**src/rtl/rotate_arbiter.sv**
```systemverilog
// rotate_arbiter: two-requester round-robin front end for a shared DW-bit
// left/right rotate. One request is granted at a time, rotated in a registered
// execute stage, and the tagged result is held until the consumer takes it.
module rotate_arbiter #(
  parameter int DW = 8,
  parameter int AW = 3
) (
  input  logic          clk,
  input  logic          reset,
  input  logic          req0_valid,
  output logic          req0_ready,
  input  logic [DW-1:0] req0_a,
  input  logic [AW-1:0] req0_amt,
  input  logic          req0_dir,
  input  logic          req1_valid,
  output logic          req1_ready,
  input  logic [DW-1:0] req1_a,
  input  logic [AW-1:0] req1_amt,
  input  logic          req1_dir,
  output logic          out_valid,
  input  logic          out_ready,
  output logic [DW-1:0] out_y,
  output logic          out_id,
  output logic          busy
);

  typedef enum logic [1:0] {
    IDLE = 2'd0,
    EXEC = 2'd1,
    DONE = 2'd2
  } state_t;

  state_t        state_q, state_d;
  logic          last_grant_q, last_grant_d;
  logic [DW-1:0] a_q, a_d;
  logic [AW-1:0] amt_q, amt_d;
  logic          dir_q, dir_d;
  logic          id_q, id_d;
  logic [DW-1:0] out_y_q, out_y_d;
  logic          out_id_q, out_id_d;
  logic          out_valid_q, out_valid_d;

  logic [1:0]    grant;
  logic [DW-1:0] rot_left;
  logic [DW-1:0] rot_right;

  // Round-robin pick: a lone requester wins; on contention the one not served last wins.
  always_comb begin
    grant = 2'b00;
    if (req0_valid && req1_valid) begin
      grant = last_grant_q ? 2'b01 : 2'b10;
    end else begin
      grant = {req1_valid, req0_valid};
    end
  end

  // Ready is suppressed while reset is held so no requester believes it was
  // accepted on an edge where the capture is discarded.
  assign req0_ready = (state_q == IDLE) && grant[0] && !reset;
  assign req1_ready = (state_q == IDLE) && grant[1] && !reset;

  // Rotation as a per-bit mux: AW-bit index arithmetic wraps modulo DW, so
  // amt = 0 passes the operand through and no shift ever goes out of range.
  for (genvar gi = 0; gi < DW; gi++) begin : g_rot
    logic [AW-1:0] idx_l;
    logic [AW-1:0] idx_r;
    assign idx_l         = AW'(gi) - amt_q;
    assign idx_r         = AW'(gi) + amt_q;
    assign rot_left[gi]  = a_q[idx_l];
    assign rot_right[gi] = a_q[idx_r];
  end

  // Next-state logic: capture on grant, rotate in EXEC, hold result in DONE.
  always_comb begin
    state_d      = state_q;
    last_grant_d = last_grant_q;
    a_d          = a_q;
    amt_d        = amt_q;
    dir_d        = dir_q;
    id_d         = id_q;
    out_y_d      = out_y_q;
    out_id_d     = out_id_q;
    out_valid_d  = out_valid_q;
    case (state_q)
      IDLE: begin
        if (grant != 2'b00) begin
          a_d          = grant[1] ? req1_a   : req0_a;
          amt_d        = grant[1] ? req1_amt : req0_amt;
          dir_d        = grant[1] ? req1_dir : req0_dir;
          id_d         = grant[1];
          last_grant_d = grant[1];
          state_d      = EXEC;
        end
      end
      EXEC: begin
        out_y_d     = dir_q ? rot_right : rot_left;
        out_id_d    = id_q;
        out_valid_d = 1'b1;
        state_d     = DONE;
      end
      DONE: begin
        if (out_ready) begin
          out_valid_d = 1'b0;
          state_d     = IDLE;
        end
      end
      default: begin
        out_valid_d = 1'b0;
        state_d     = IDLE;
      end
    endcase
  end

  // State and datapath registers; reset aborts any in-flight operation.
  always_ff @(posedge clk) begin
    if (reset) begin
      state_q      <= IDLE;
      last_grant_q <= 1'b1;
      a_q          <= '0;
      amt_q        <= '0;
      dir_q        <= 1'b0;
      id_q         <= 1'b0;
      out_y_q      <= '0;
      out_id_q     <= 1'b0;
      out_valid_q  <= 1'b0;
    end else begin
      state_q      <= state_d;
      last_grant_q <= last_grant_d;
      a_q          <= a_d;
      amt_q        <= amt_d;
      dir_q        <= dir_d;
      id_q         <= id_d;
      out_y_q      <= out_y_d;
      out_id_q     <= out_id_d;
      out_valid_q  <= out_valid_d;
    end
  end

  assign out_valid = out_valid_q;
  assign out_y     = out_y_q;
  assign out_id    = out_id_q;
  assign busy      = (state_q != IDLE);

endmodule

```
**config.mk**
```make
export PLATFORM = sky130hd
export DESIGN_NAME = rotate_arbiter
export DESIGN_NICKNAME = d
export VERILOG_FILES = /design/src/rtl/rotate_arbiter.sv
export SDC_FILE = /design/constraint.sdc
export NUM_CORES = 1
export LEC_CHECK = 0
export CELL_PAD_IN_SITES_DETAIL_PLACEMENT = 1
export CELL_PAD_IN_SITES_GLOBAL_PLACEMENT = 1
export CORE_MARGIN = 2
export CORE_UTILIZATION = 38
export CTS_CLUSTER_SIZE = 12
export DETAILED_ROUTE_END_ITERATION = 8
export GPL_TIMING_DRIVEN = 0
export PLACE_DENSITY_LB_ADDON = 0.3
export REMOVE_ABC_BUFFERS = 1
export SLEW_MARGIN = 20
export SYNTH_ARGS = -nofsm -noshare
export SYNTH_HDL_FRONTEND = slang
export SYNTH_SLANG_ARGS = --single-unit
```
**constraint.sdc**
```tcl
create_clock -name clk -period 2.7 [get_ports clk]
set_input_delay 0.27 -clock clk [delete_from_list [all_inputs] [get_ports clk]]
set_output_delay 0.27 -clock clk [all_outputs]
set_load 0.02 [all_outputs]
```
==> Word-level counts from Yosys, hierarchy flattened <==
Cells that the tools add are included.
{ "totals": {"ff_bits": 26, "input_bits": 29, "word_cells": 100, "out_inout_bits": 13} }
{ "classes": {"eq_ne": 4, "order_cmp": 16, "n_bitwise": 1, "n_mux": 43, "reduce_logical": 12, "add_sub_neg": 15} }
{ "ops": {"columns": ["op", "count"], "rows": [
  ["3-bit by 4-bit < comparator with 1-bit output (second input constant)", 16],
  ["1-bit binary-select mux with 3-bit select", 16],
  ["1-bit two-way mux", 18],
  ["8-bit two-way mux", 2],
  ["3-bit adder (first input constant)", 4],
  ["3-bit subtractor (first input constant)", 4],
  ["2-bit two-way mux", 4],
  ["2-bit by 3-bit adder with 3-bit output (first input constant)", 2],
  ["2-bit one-hot mux with 3 select lines", 1],
  ["2-bit AND reduction", 3],
  ["1-bit by 3-bit subtractor with 3-bit output (first input constant)", 2],
  ["2-bit by 3-bit subtractor with 3-bit output (first input constant)", 2],
  ["1-bit logical AND", 5],
  ["2-bit nonzero test", 2],
  ["1-bit by 3-bit adder with 3-bit output (first input constant)", 1],
  ["3-bit two-way mux", 1],
  ["1-bit one-hot mux with 3 select lines", 1],
  ["2-bit by 1-bit == test with 1-bit output (second input constant)", 1],
  ["2-bit == test (second input constant)", 1],
  ["2-bit logical NOT", 1],
  ["2-bit by 1-bit inequality test with 1-bit output (second input constant)", 1],
  ["2-bit inequality test (second input constant)", 1],
  ["1-bit logical NOT", 1],
  ["1-bit NOT", 1]
]} }

==> Logic depth before layout (Yosys ltp) <==
Gate-level depths: netlist of run 1.
{ "depth": {"word_depth": 5, "ltp_mapped": 8, "mapped_depth_nobuf": 6} }

==> Worst setup path after synthesis of run 1 <==
OpenSTA, ideal clock, no wires.
{ "synth_timing": {"kind": "register to register", "startpoint": "reg amt_q[0]", "endpoint": "reg out_y_q[6] (netlist: out_y[6])", "setup_ns": 0.117, "t_arrival_ns": 2.095, "n_path_buf": 2, "stages_incl_launch_ff": 9, "period_less_slack_ns": 2.212, "setup_slack_ns": 0.488, "required_time_ns": 2.583, "path_cell_list": "dfxtp_1 -> clkbuf_8 -> inv_1 -> ha_1 -> buf_6 -> mux2_2 -> mux2_4 -> o311a_1 -> a32o_1"} }
{ "synth_via": {"elab_chain_len": 4, "elab_cells_between_ends": 7, "classes_between": "add/sub (2); mux (5)"} }
{ "synth_lines": {"columns": ["item", "line", "source"], "rows": [
  ["start: declaration", "36", "logic [AW-1:0] amt_q, amt_d;"],
  ["start signal: assignment", "130", "amt_q <= amt_d;"],
  ["3-bit subtractor / 3-bit adder (equally long branches)", "67, 68", null],
  ["1-bit binary-select mux with 3-bit select, on equally long branches", "69, 70", null],
  ["1-bit two-way mux, on equally long branches", "69, 70", null],
  ["8-bit two-way mux (*)", "96", "out_y_d = dir_q ? rot_right : rot_left;"],
  ["end signal: assignment", "133", "out_y_q <= out_y_d;"],
  ["end: declaration", "39", "logic [DW-1:0] out_y_q, out_y_d;"]
]} }
Mark *: on every way between the ends. The rest lies on a longest branch, timed or not. The select of a mux whose other input is x is not followed.
A chain may end at the register's enable or synchronous reset.

==> Worst setup path after layout of run 1 <==
{ "layout_timing": {"startpoint": "reg amt_q[1]", "endpoint": "reg out_y_q[6] (netlist: out_y[6])"} }
Same word-level chain as after synthesis.

==> impl_metrics.xml, run 1 <==
<?xml version="1.0" encoding="UTF-8"?>
<metrics>
  <group name="timing">
    <metric name="setup_slack" unit="ns">0.1916</metric>
    <metric name="tns" unit="ns">0</metric>
    <metric name="slew_viol_final" unit="">0</metric>
    <metric name="timing_worst_slew_pin_value" unit="ns">0.8127</metric>
    <metric name="final_report_hold_violation_count" unit="">0</metric>
    <metric name="min_period" unit="ns">2.508</metric>
    <metric name="final-setup-viol-count" unit="">0</metric>
    <metric name="period_share" unit="%">92.90</metric>
    <metric name="hold_ws" unit="ns">0.4571</metric>
    <metric name="grt_setup_unrepaired" unit="">false</metric>
    <metric name="relSlewSlack" unit="%">45.65</metric>
    <metric name="final_worst_clock_skew" unit="ns">0.003012</metric>
    <metric name="maxClockFrequency" unit="MHz">398.7</metric>
  </group>
  <group name="clock_tree">
    <metric name="tritoncts" unit="">done</metric>
    <metric name="clkSinkCount" unit="">26</metric>
    <metric name="clkSlewWorstSetupHoldPaths" unit="ns">0.10</metric>
    <metric name="htree_num_levels" unit="">1</metric>
    <metric name="clk_path_buf_depth" unit="">2</metric>
    <metric name="clock_latency_on_the_worst_skew_pair" unit="ns">0.28</metric>
    <metric name="cts_root_buf" unit="">sky130_fd_sc_hd__clkbuf_8</metric>
    <metric name="cts_inserted_buffers" unit="">3</metric>
  </group>
  <group name="logic_synthesis">
    <metric name="ys_warn_count" unit="">0</metric>
    <metric name="netlist_top_cells_area" unit="">sky130_fd_sc_hd__dfxtp_1 (27%), sky130_fd_sc_hd__mux2i_1 (19%), sky130_fd_sc_hd__mux2_2 (5.8%)</metric>
    <metric name="netlist_instances" unit="">209</metric>
    <metric name="async_reset_ff_share" unit="%">0</metric>
    <metric name="synth-edff-count" unit="">0</metric>
    <metric name="synth_sequential_area_ratio" unit="%">26.96</metric>
    <metric name="synth.top_cell.area_share" unit="%">26.96</metric>
    <metric name="average_cell_area_after_synthesis" unit="um2">9.237</metric>
    <metric name="yosys_register_bits" unit="">26</metric>
    <metric name="synth_ff_type" unit="">sky130_fd_sc_hd__dfxtp_1</metric>
    <metric name="synthDominantAreaCellType" unit="">sky130_fd_sc_hd__dfxtp_1</metric>
    <metric name="synth.distinct_cells" unit="">43</metric>
    <metric name="post_synth_design_cell_area" unit="um2">1931</metric>
  </group>
  <group name="placement">
    <metric name="port_buffers" unit="">41</metric>
    <metric name="gp_routability_congestion" unit="">0.9629</metric>
    <metric name="placement.setup.worst_slack" unit="ns">-0.2076</metric>
    <metric name="post-dp-hpwl" unit="um">3677</metric>
  </group>
  <group name="routing">
    <metric name="routed_via_density" unit="">5.564</metric>
    <metric name="wirelength" unit="um">4969</metric>
    <metric name="detail_route.first_pass.iterations" unit="">4</metric>
    <metric name="drt_iter0_drc" unit="">73</metric>
    <metric name="wl_per_cell" unit="um">16.19</metric>
    <metric name="antenna_violating_nets_post_route" unit="">0</metric>
    <metric name="via_count" unit="">1708</metric>
    <metric name="detail_route.drc_violations" unit="">0</metric>
  </group>
  <group name="die">
    <metric name="io_pins" unit="">42</metric>
    <metric name="rows" unit="">25</metric>
    <metric name="die_height" unit="um">75.28</metric>
    <metric name="die-area" unit="um2">5666</metric>
    <metric name="fp.dieW" unit="um">75.28</metric>
    <metric name="initial_util" unit="%">40.08</metric>
    <metric name="core" unit="um2">4817</metric>
  </group>
  <group name="layout">
    <metric name="finalNetCount" unit="">272</metric>
    <metric name="commonest_non_fill_non_tap_cells_in_the_layout" unit="">sky130_fd_sc_hd__clkdlybuf4s50_1 (41), sky130_fd_sc_hd__mux2i_1 (37), sky130_fd_sc_hd__nor2_1 (25)</metric>
    <metric name="layout-area-overhead-vs-synth" unit="%">24.43</metric>
    <metric name="layout.cells.most_common" unit="">sky130_fd_sc_hd__clkdlybuf4s50_1</metric>
    <metric name="layout-drive-gt1-share" unit="%">12.08</metric>
    <metric name="n_antenna_cell" unit="">0</metric>
  </group>
  <group name="worst_hold_path">
    <metric name="hold_class" unit="">reg2reg</metric>
  </group>
  <group name="critical_path">
    <metric name="critPathMaxFanout" unit="">20</metric>
    <metric name="critPathSlowestCell" unit="">sky130_fd_sc_hd__ha_2</metric>
    <metric name="crit_chain" unit="">inv_1 -&gt; ha_2 -&gt; mux2_2 -&gt; mux2_4 -&gt; o311a_1 -&gt; a32o_1</metric>
    <metric name="timing.critical_path.required" unit="ns">2.88</metric>
    <metric name="critical_path.max_stage_delay" unit="ns">0.50</metric>
    <metric name="arrival_time_at_the_worst_endpoint" unit="ns">2.69</metric>
    <metric name="crit_type" unit="">reg2reg</metric>
    <metric name="worst_setup_path_start_kind" unit="">register</metric>
    <metric name="critical_path.endpoint_type" unit="">register</metric>
  </group>
  <group name="grt">
    <metric name="grt_antenna_before_repair" unit="">0</metric>
    <metric name="grt_pass1_vias" unit="">1647</metric>
    <metric name="grt_start_max_net_pins" unit="">24</metric>
    <metric name="grt_first_pass_wirelength" unit="um">8238</metric>
    <metric name="grt_remaining_overflow" unit="">0</metric>
    <metric name="grt_util_all_layers" unit="%">18.76</metric>
  </group>
  <group name="run_status">
    <metric name="status" unit="">complete, no violations</metric>
  </group>
  <group name="job">
    <metric name="max_cap_viol_count" unit="">0</metric>
  </group>
  <group name="pwr">
    <metric name="power_dens_cells" unit="nW/um2">577.6</metric>
    <metric name="leakage" unit="uW">0.0008955</metric>
    <metric name="vdd_drop_max" unit="mV">0.3065</metric>
  </group>
</metrics>
-- worst paths after layout --
| kind | cells past startpoint | to | slack [ns] | start |
|---|---|---|---|---|
| max reg2reg | 6 | out_y[6] | 0.19 | amt_q[1] |
| min | 2 | out_y[3] | 0.46 | out_y[3] |
| max | 6 | out_y[6] | 0.19 | amt_q[1] |
| min reg2reg | 2 | out_y[3] | 0.46 | out_y[3] |
-- repair_timing --
item | CTS | global route
endpoints found under the setup margin | 1 | 2
pin swaps | 0 | 0
gates resized for setup | 2 | 4
hold buffers | 0 | 0
setup buffers | 0 | 0
-- layout make-up --
type | instances | area (um2)
clock inverter | 1 | 30.03
timing repair buffer | 42 | 417.9
clock buffer | 3 | 41.29
sequential | 26 | 529.3
tap | 67 | 83.83
multi-input combinational | 164 | 1285
inverter | 4 | 15.01
fill | 579 | 2415
-- sequential cells by signal (all words and copies together) (netlist names) --
| name | cells |
|---|---|
| out_y | 8 |
| out_id | 1 |
| dir_q | 1 |
| amt_q | 3 |
| last_grant_q | 1 |
| a_q | 8 |
| state_q | 2 |
| out_valid | 1 |
| id_q | 1 |
-- kinds of logic after synthesis --
group | synth area share [%]
adder cells (fa/ha/maj) | 1.296
AO/OA/AOI/OAI | 16.07
multiplexers | 28.13
buffers and inverters | 7.258
AND/OR/NAND/NOR | 17.43
XOR/XNOR | 2.852
flip-flops | 26.96
-- critical path, delay by kind of cell, from the launching register on --
family          cells  cell delay [ns]
compound gates      2             0.55
fa+ha+maj           1             0.50
buf+inv             1             0.18
flops               1             0.48
mux                 2             0.69
-- layer usage --
layer	part of all wire [%]	wire (um)	up-vias	GRT usage (%)
met4	0.76	38	0	3.119
met1	48	2399	816	26.48
met5	0	0	-	0
met2	48	2369	41	30.31
li1	-	-	847	-
met3	3.3	162	4	3.614
-- cells in the mapped netlist (2+ instances only) --
library cell                n
sky130_fd_sc_hd__mux2i_1   37
sky130_fd_sc_hd__dfxtp_1   26
sky130_fd_sc_hd__nor2_1    25
sky130_fd_sc_hd__a211oi_1  13
sky130_fd_sc_hd__nand2_1   12
sky130_fd_sc_hd__mux2_2    10
sky130_fd_sc_hd__nand3_1    7
sky130_fd_sc_hd__nor3_1     7
sky130_fd_sc_hd__o22ai_1    6
sky130_fd_sc_hd__clkbuf_1   5
sky130_fd_sc_hd__clkbuf_8   5
sky130_fd_sc_hd__inv_1      4
sky130_fd_sc_hd__o21ai_0    4
sky130_fd_sc_hd__a21oi_1    3
sky130_fd_sc_hd__a32oi_1    3
sky130_fd_sc_hd__buf_2      3
sky130_fd_sc_hd__nor3b_1    3
sky130_fd_sc_hd__a31oi_1    2
sky130_fd_sc_hd__a32o_1     2
sky130_fd_sc_hd__a41oi_1    2
sky130_fd_sc_hd__buf_6      2
sky130_fd_sc_hd__ha_1       2
sky130_fd_sc_hd__mux4_2     2
sky130_fd_sc_hd__nand4_1    2
sky130_fd_sc_hd__nand4b_1   2
sky130_fd_sc_hd__nor2b_1    2
sky130_fd_sc_hd__o311ai_0   2
-- where the power goes --
part | internal [uW] | switching [uW]
Combinational | 274 | 264
Sequential | 428 | 90.0
Clock | 199 | 133
Total | 901 | 486
-- per-stage QoR --
stage | cell area [um2] | cells | total power, uW | utilization, %
final | 2402 | 307 | 1388 | 49.87
after detailed placement | 2312 | 303 | 1052 | 48.00
after global routing | 2402 | 307 | 1471 | 49.87
after global placement | 2300 | 302 | 1034 | 47.74
after CTS | 2386 | 307 | 1393 | 49.53
after floorplan | 1805 | 194 | 871.3 | -
Power figures use the tool's default switching activity.
==> run 2, diff against run 1 <==
--- a/config.mk
+++ b/config.mk
@@ -10,3 +10,4 @@
 export CORE_MARGIN = 2
-export CORE_UTILIZATION = 38
+export CORE_UTILIZATION = 40
+export CTS_BUF_LIST = sky130_fd_sc_hd__clkbuf_4 sky130_fd_sc_hd__clkbuf_8
 export CTS_CLUSTER_SIZE = 12
@@ -16,2 +17,3 @@
 export REMOVE_ABC_BUFFERS = 1
+export SETUP_SLACK_MARGIN = 0.5
 export SLEW_MARGIN = 20
--- a/constraint.sdc
+++ b/constraint.sdc
@@ -3,2 +3,2 @@
 set_output_delay 0.27 -clock clk [all_outputs]
-set_load 0.02 [all_outputs]
+set_load 0.05 [all_outputs]
==> impl_metrics.xml, run 2 (same netlist as run 1, synthesis figures left out) <==
<?xml version="1.0" encoding="UTF-8"?>
<metrics>
  <group name="layout">
    <metric name="commonest_non_fill_non_tap_cells_in_the_layout" unit="">sky130_fd_sc_hd__clkdlybuf4s50_1 (38), sky130_fd_sc_hd__mux2i_1 (37), sky130_fd_sc_hd__nor2_1 (25)</metric>
    <metric name="finalNetCount" unit="">280</metric>
    <metric name="finalCoreUtilization" unit="%">51.92</metric>
    <metric name="post_layout_nonfiller_instances" unit="">302</metric>
    <metric name="layout-area-overhead-vs-synth" unit="%">26.18</metric>
    <metric name="n_antenna_cell" unit="">0</metric>
    <metric name="final_cell_area" unit="um2">2436</metric>
    <metric name="layout-drive-gt1-share" unit="%">15.73</metric>
    <metric name="layout.cells.most_common" unit="">sky130_fd_sc_hd__clkdlybuf4s50_1</metric>
  </group>
  <group name="timing">
    <metric name="hold_ws" unit="ns">0.4591</metric>
    <metric name="slew_viol_final" unit="">0</metric>
    <metric name="timing_worst_slew_pin_value" unit="ns">0.7848</metric>
    <metric name="min_period" unit="ns">2.287</metric>
    <metric name="final_worst_clock_skew" unit="ns">0.004265</metric>
    <metric name="maxClockFrequency" unit="MHz">437.3</metric>
    <metric name="relSlewSlack" unit="%">47.68</metric>
    <metric name="final-setup-viol-count" unit="">0</metric>
    <metric name="grt_setup_unrepaired" unit="">true</metric>
    <metric name="period_share" unit="%">84.69</metric>
    <metric name="final_report_hold_violation_count" unit="">0</metric>
  </group>
  <group name="critical_path">
    <metric name="crit_type" unit="">reg2reg</metric>
    <metric name="worst_setup_path_start_kind" unit="">register</metric>
    <metric name="critical_path.endpoint_type" unit="">register</metric>
    <metric name="critical_path.max_stage_delay" unit="ns">0.44</metric>
    <metric name="crit_chain" unit="">clkinvlp_4 -&gt; ha_4 -&gt; mux2_2 -&gt; mux2_4 -&gt; o311a_1 -&gt; a32o_1</metric>
    <metric name="timing.critical_path.required" unit="ns">2.87</metric>
    <metric name="critPathSlowestCell" unit="">sky130_fd_sc_hd__dfxtp_4</metric>
    <metric name="critPathMaxFanout" unit="">11</metric>
    <metric name="arrival_time_at_the_worst_endpoint" unit="ns">2.46</metric>
  </group>
  <group name="clock_tree">
    <metric name="cts_inserted_buffers" unit="">3</metric>
    <metric name="cts_root_buf" unit="">sky130_fd_sc_hd__clkbuf_8</metric>
    <metric name="tritoncts" unit="">done</metric>
    <metric name="clkSinkCount" unit="">26</metric>
    <metric name="clkSlewWorstSetupHoldPaths" unit="ns">0.09</metric>
    <metric name="clk_path_buf_depth" unit="">2</metric>
    <metric name="cts.hold.buffers_added" unit="">0</metric>
    <metric name="clock_latency_on_the_worst_skew_pair" unit="ns">0.27</metric>
    <metric name="htree_num_levels" unit="">1</metric>
  </group>
  <group name="routing">
    <metric name="antenna_violating_nets_post_route" unit="">0</metric>
    <metric name="detail_route.first_pass.iterations" unit="">4</metric>
    <metric name="drt_iter0_drc" unit="">63</metric>
    <metric name="via_count" unit="">1771</metric>
    <metric name="routed_via_density" unit="">5.864</metric>
    <metric name="wl_per_cell" unit="um">16.75</metric>
    <metric name="wirelength" unit="um">5059</metric>
    <metric name="routed.top_layer" unit="">met4</metric>
    <metric name="wl_met1" unit="um">2339</metric>
    <metric name="detail_route.drc_violations" unit="">0</metric>
    <metric name="detailroute.wirelength.met2" unit="um">2455</metric>
    <metric name="met3RoutedLength" unit="um">225</metric>
  </group>
  <group name="pwr">
    <metric name="vdd_drop_max" unit="mV">0.2570</metric>
    <metric name="leakage" unit="uW">0.0009344</metric>
    <metric name="power_dens_cells" unit="nW/um2">568.1</metric>
  </group>
  <group name="worst_hold_path">
    <metric name="hold_class" unit="">reg2reg</metric>
  </group>
  <group name="die">
    <metric name="rows" unit="">25</metric>
    <metric name="die_height" unit="um">73.48</metric>
    <metric name="fp.dieW" unit="um">73.48</metric>
    <metric name="initial_util" unit="%">41.15</metric>
    <metric name="core" unit="um2">4692</metric>
    <metric name="die-area" unit="um2">5399</metric>
    <metric name="io_pins" unit="">42</metric>
  </group>
  <group name="job">
    <metric name="max_cap_viol_count" unit="">0</metric>
  </group>
  <group name="grt">
    <metric name="grt_start_max_net_pins" unit="">24</metric>
    <metric name="grt_pass1_vias" unit="">1651</metric>
    <metric name="grt_antenna_before_repair" unit="">0</metric>
    <metric name="grt_util_all_layers" unit="%">19.38</metric>
    <metric name="grt_first_pass_wirelength" unit="um">8176</metric>
    <metric name="grt_remaining_overflow" unit="">0</metric>
  </group>
  <group name="placement">
    <metric name="dpl.cell_count" unit="">290</metric>
    <metric name="post-dp-hpwl" unit="um">3563</metric>
    <metric name="gp_routability_congestion" unit="">0.8442</metric>
    <metric name="port_buffers" unit="">41</metric>
    <metric name="dpl-instance-area" unit="um2">2296</metric>
  </group>
  <group name="run_status">
    <metric name="status" unit="">complete, no violations</metric>
  </group>
</metrics>
run 2: routing by layer:
| layer | track usage (%) | vias to the layer above |
|---|---|---|
| met1 | 26.82 | 852 |
| li1 | - | 868 |
| met2 | 31.65 | 47 |
| met5 | 0 | - |
| met3 | 3.018 | 4 |
| met4 | 4.444 | 0 |
run 2: final timing paths:
path	slack [ns]	cells past startpoint	endpoint	start
worst max-delay path	0.41	6	out_y[6]	amt_q[1]
worst min-delay path	0.46	2	out_y[5]	out_y[5]
worst max register to register	0.41	6	out_y[6]	amt_q[1]
worst min register to register	0.46	2	out_y[5]	out_y[5]
run 2: timing repair:
| item | in CTS | in global routing |
|---|---|---|
| endpoints found under the setup margin | 10 | 3 |
| buffers inserted | 1 | 7 |
| resized for setup | 11 | 4 |
run 2: report_power, final:
group	switching, uW	internal, uW	leakage [uW]	total (uW)
combinational	326	295	0.000690	620
clock	126	130	0.0000288	256
sequential	79.6	428	0.000216	508
total	531	853	0.000934	1380
run 2: cell type report:
class                           count  area (um2)
Inverter                            4       18.77
Sequential cell                    26       529.3
Clock buffer                        4       55.05
Tap cell                           54       67.56
Timing Repair Buffer               50       470.5
Fill cell                         552        2256
Multi-Input combinational cell    164        1295
run 2: critical path: cells and delay by family, from the launching register on:
kind / cells / cell delay [ns]
fa+ha+maj: 1 / 0.36
buf+inv: 1 / 0.15
flops: 1 / 0.44
mux: 2 / 0.66
compound gates: 2 / 0.57
run 2: through the flow:
| stage | TNS, ns | total power [uW] | setup slack [ns] |
|---|---|---|---|
| after CTS | 0 | 1364 | 0.3396 |
| final | 0 | 1384 | 0.4135 |
| after global placement | -4.061 | 1077 | -0.3174 |
| after floorplan | -0.09057 | 914.5 | -0.09057 |
| after detailed placement | -0.3961 | 1090 | -0.2021 |
| after global routing | 0 | 1471 | 0.3538 |
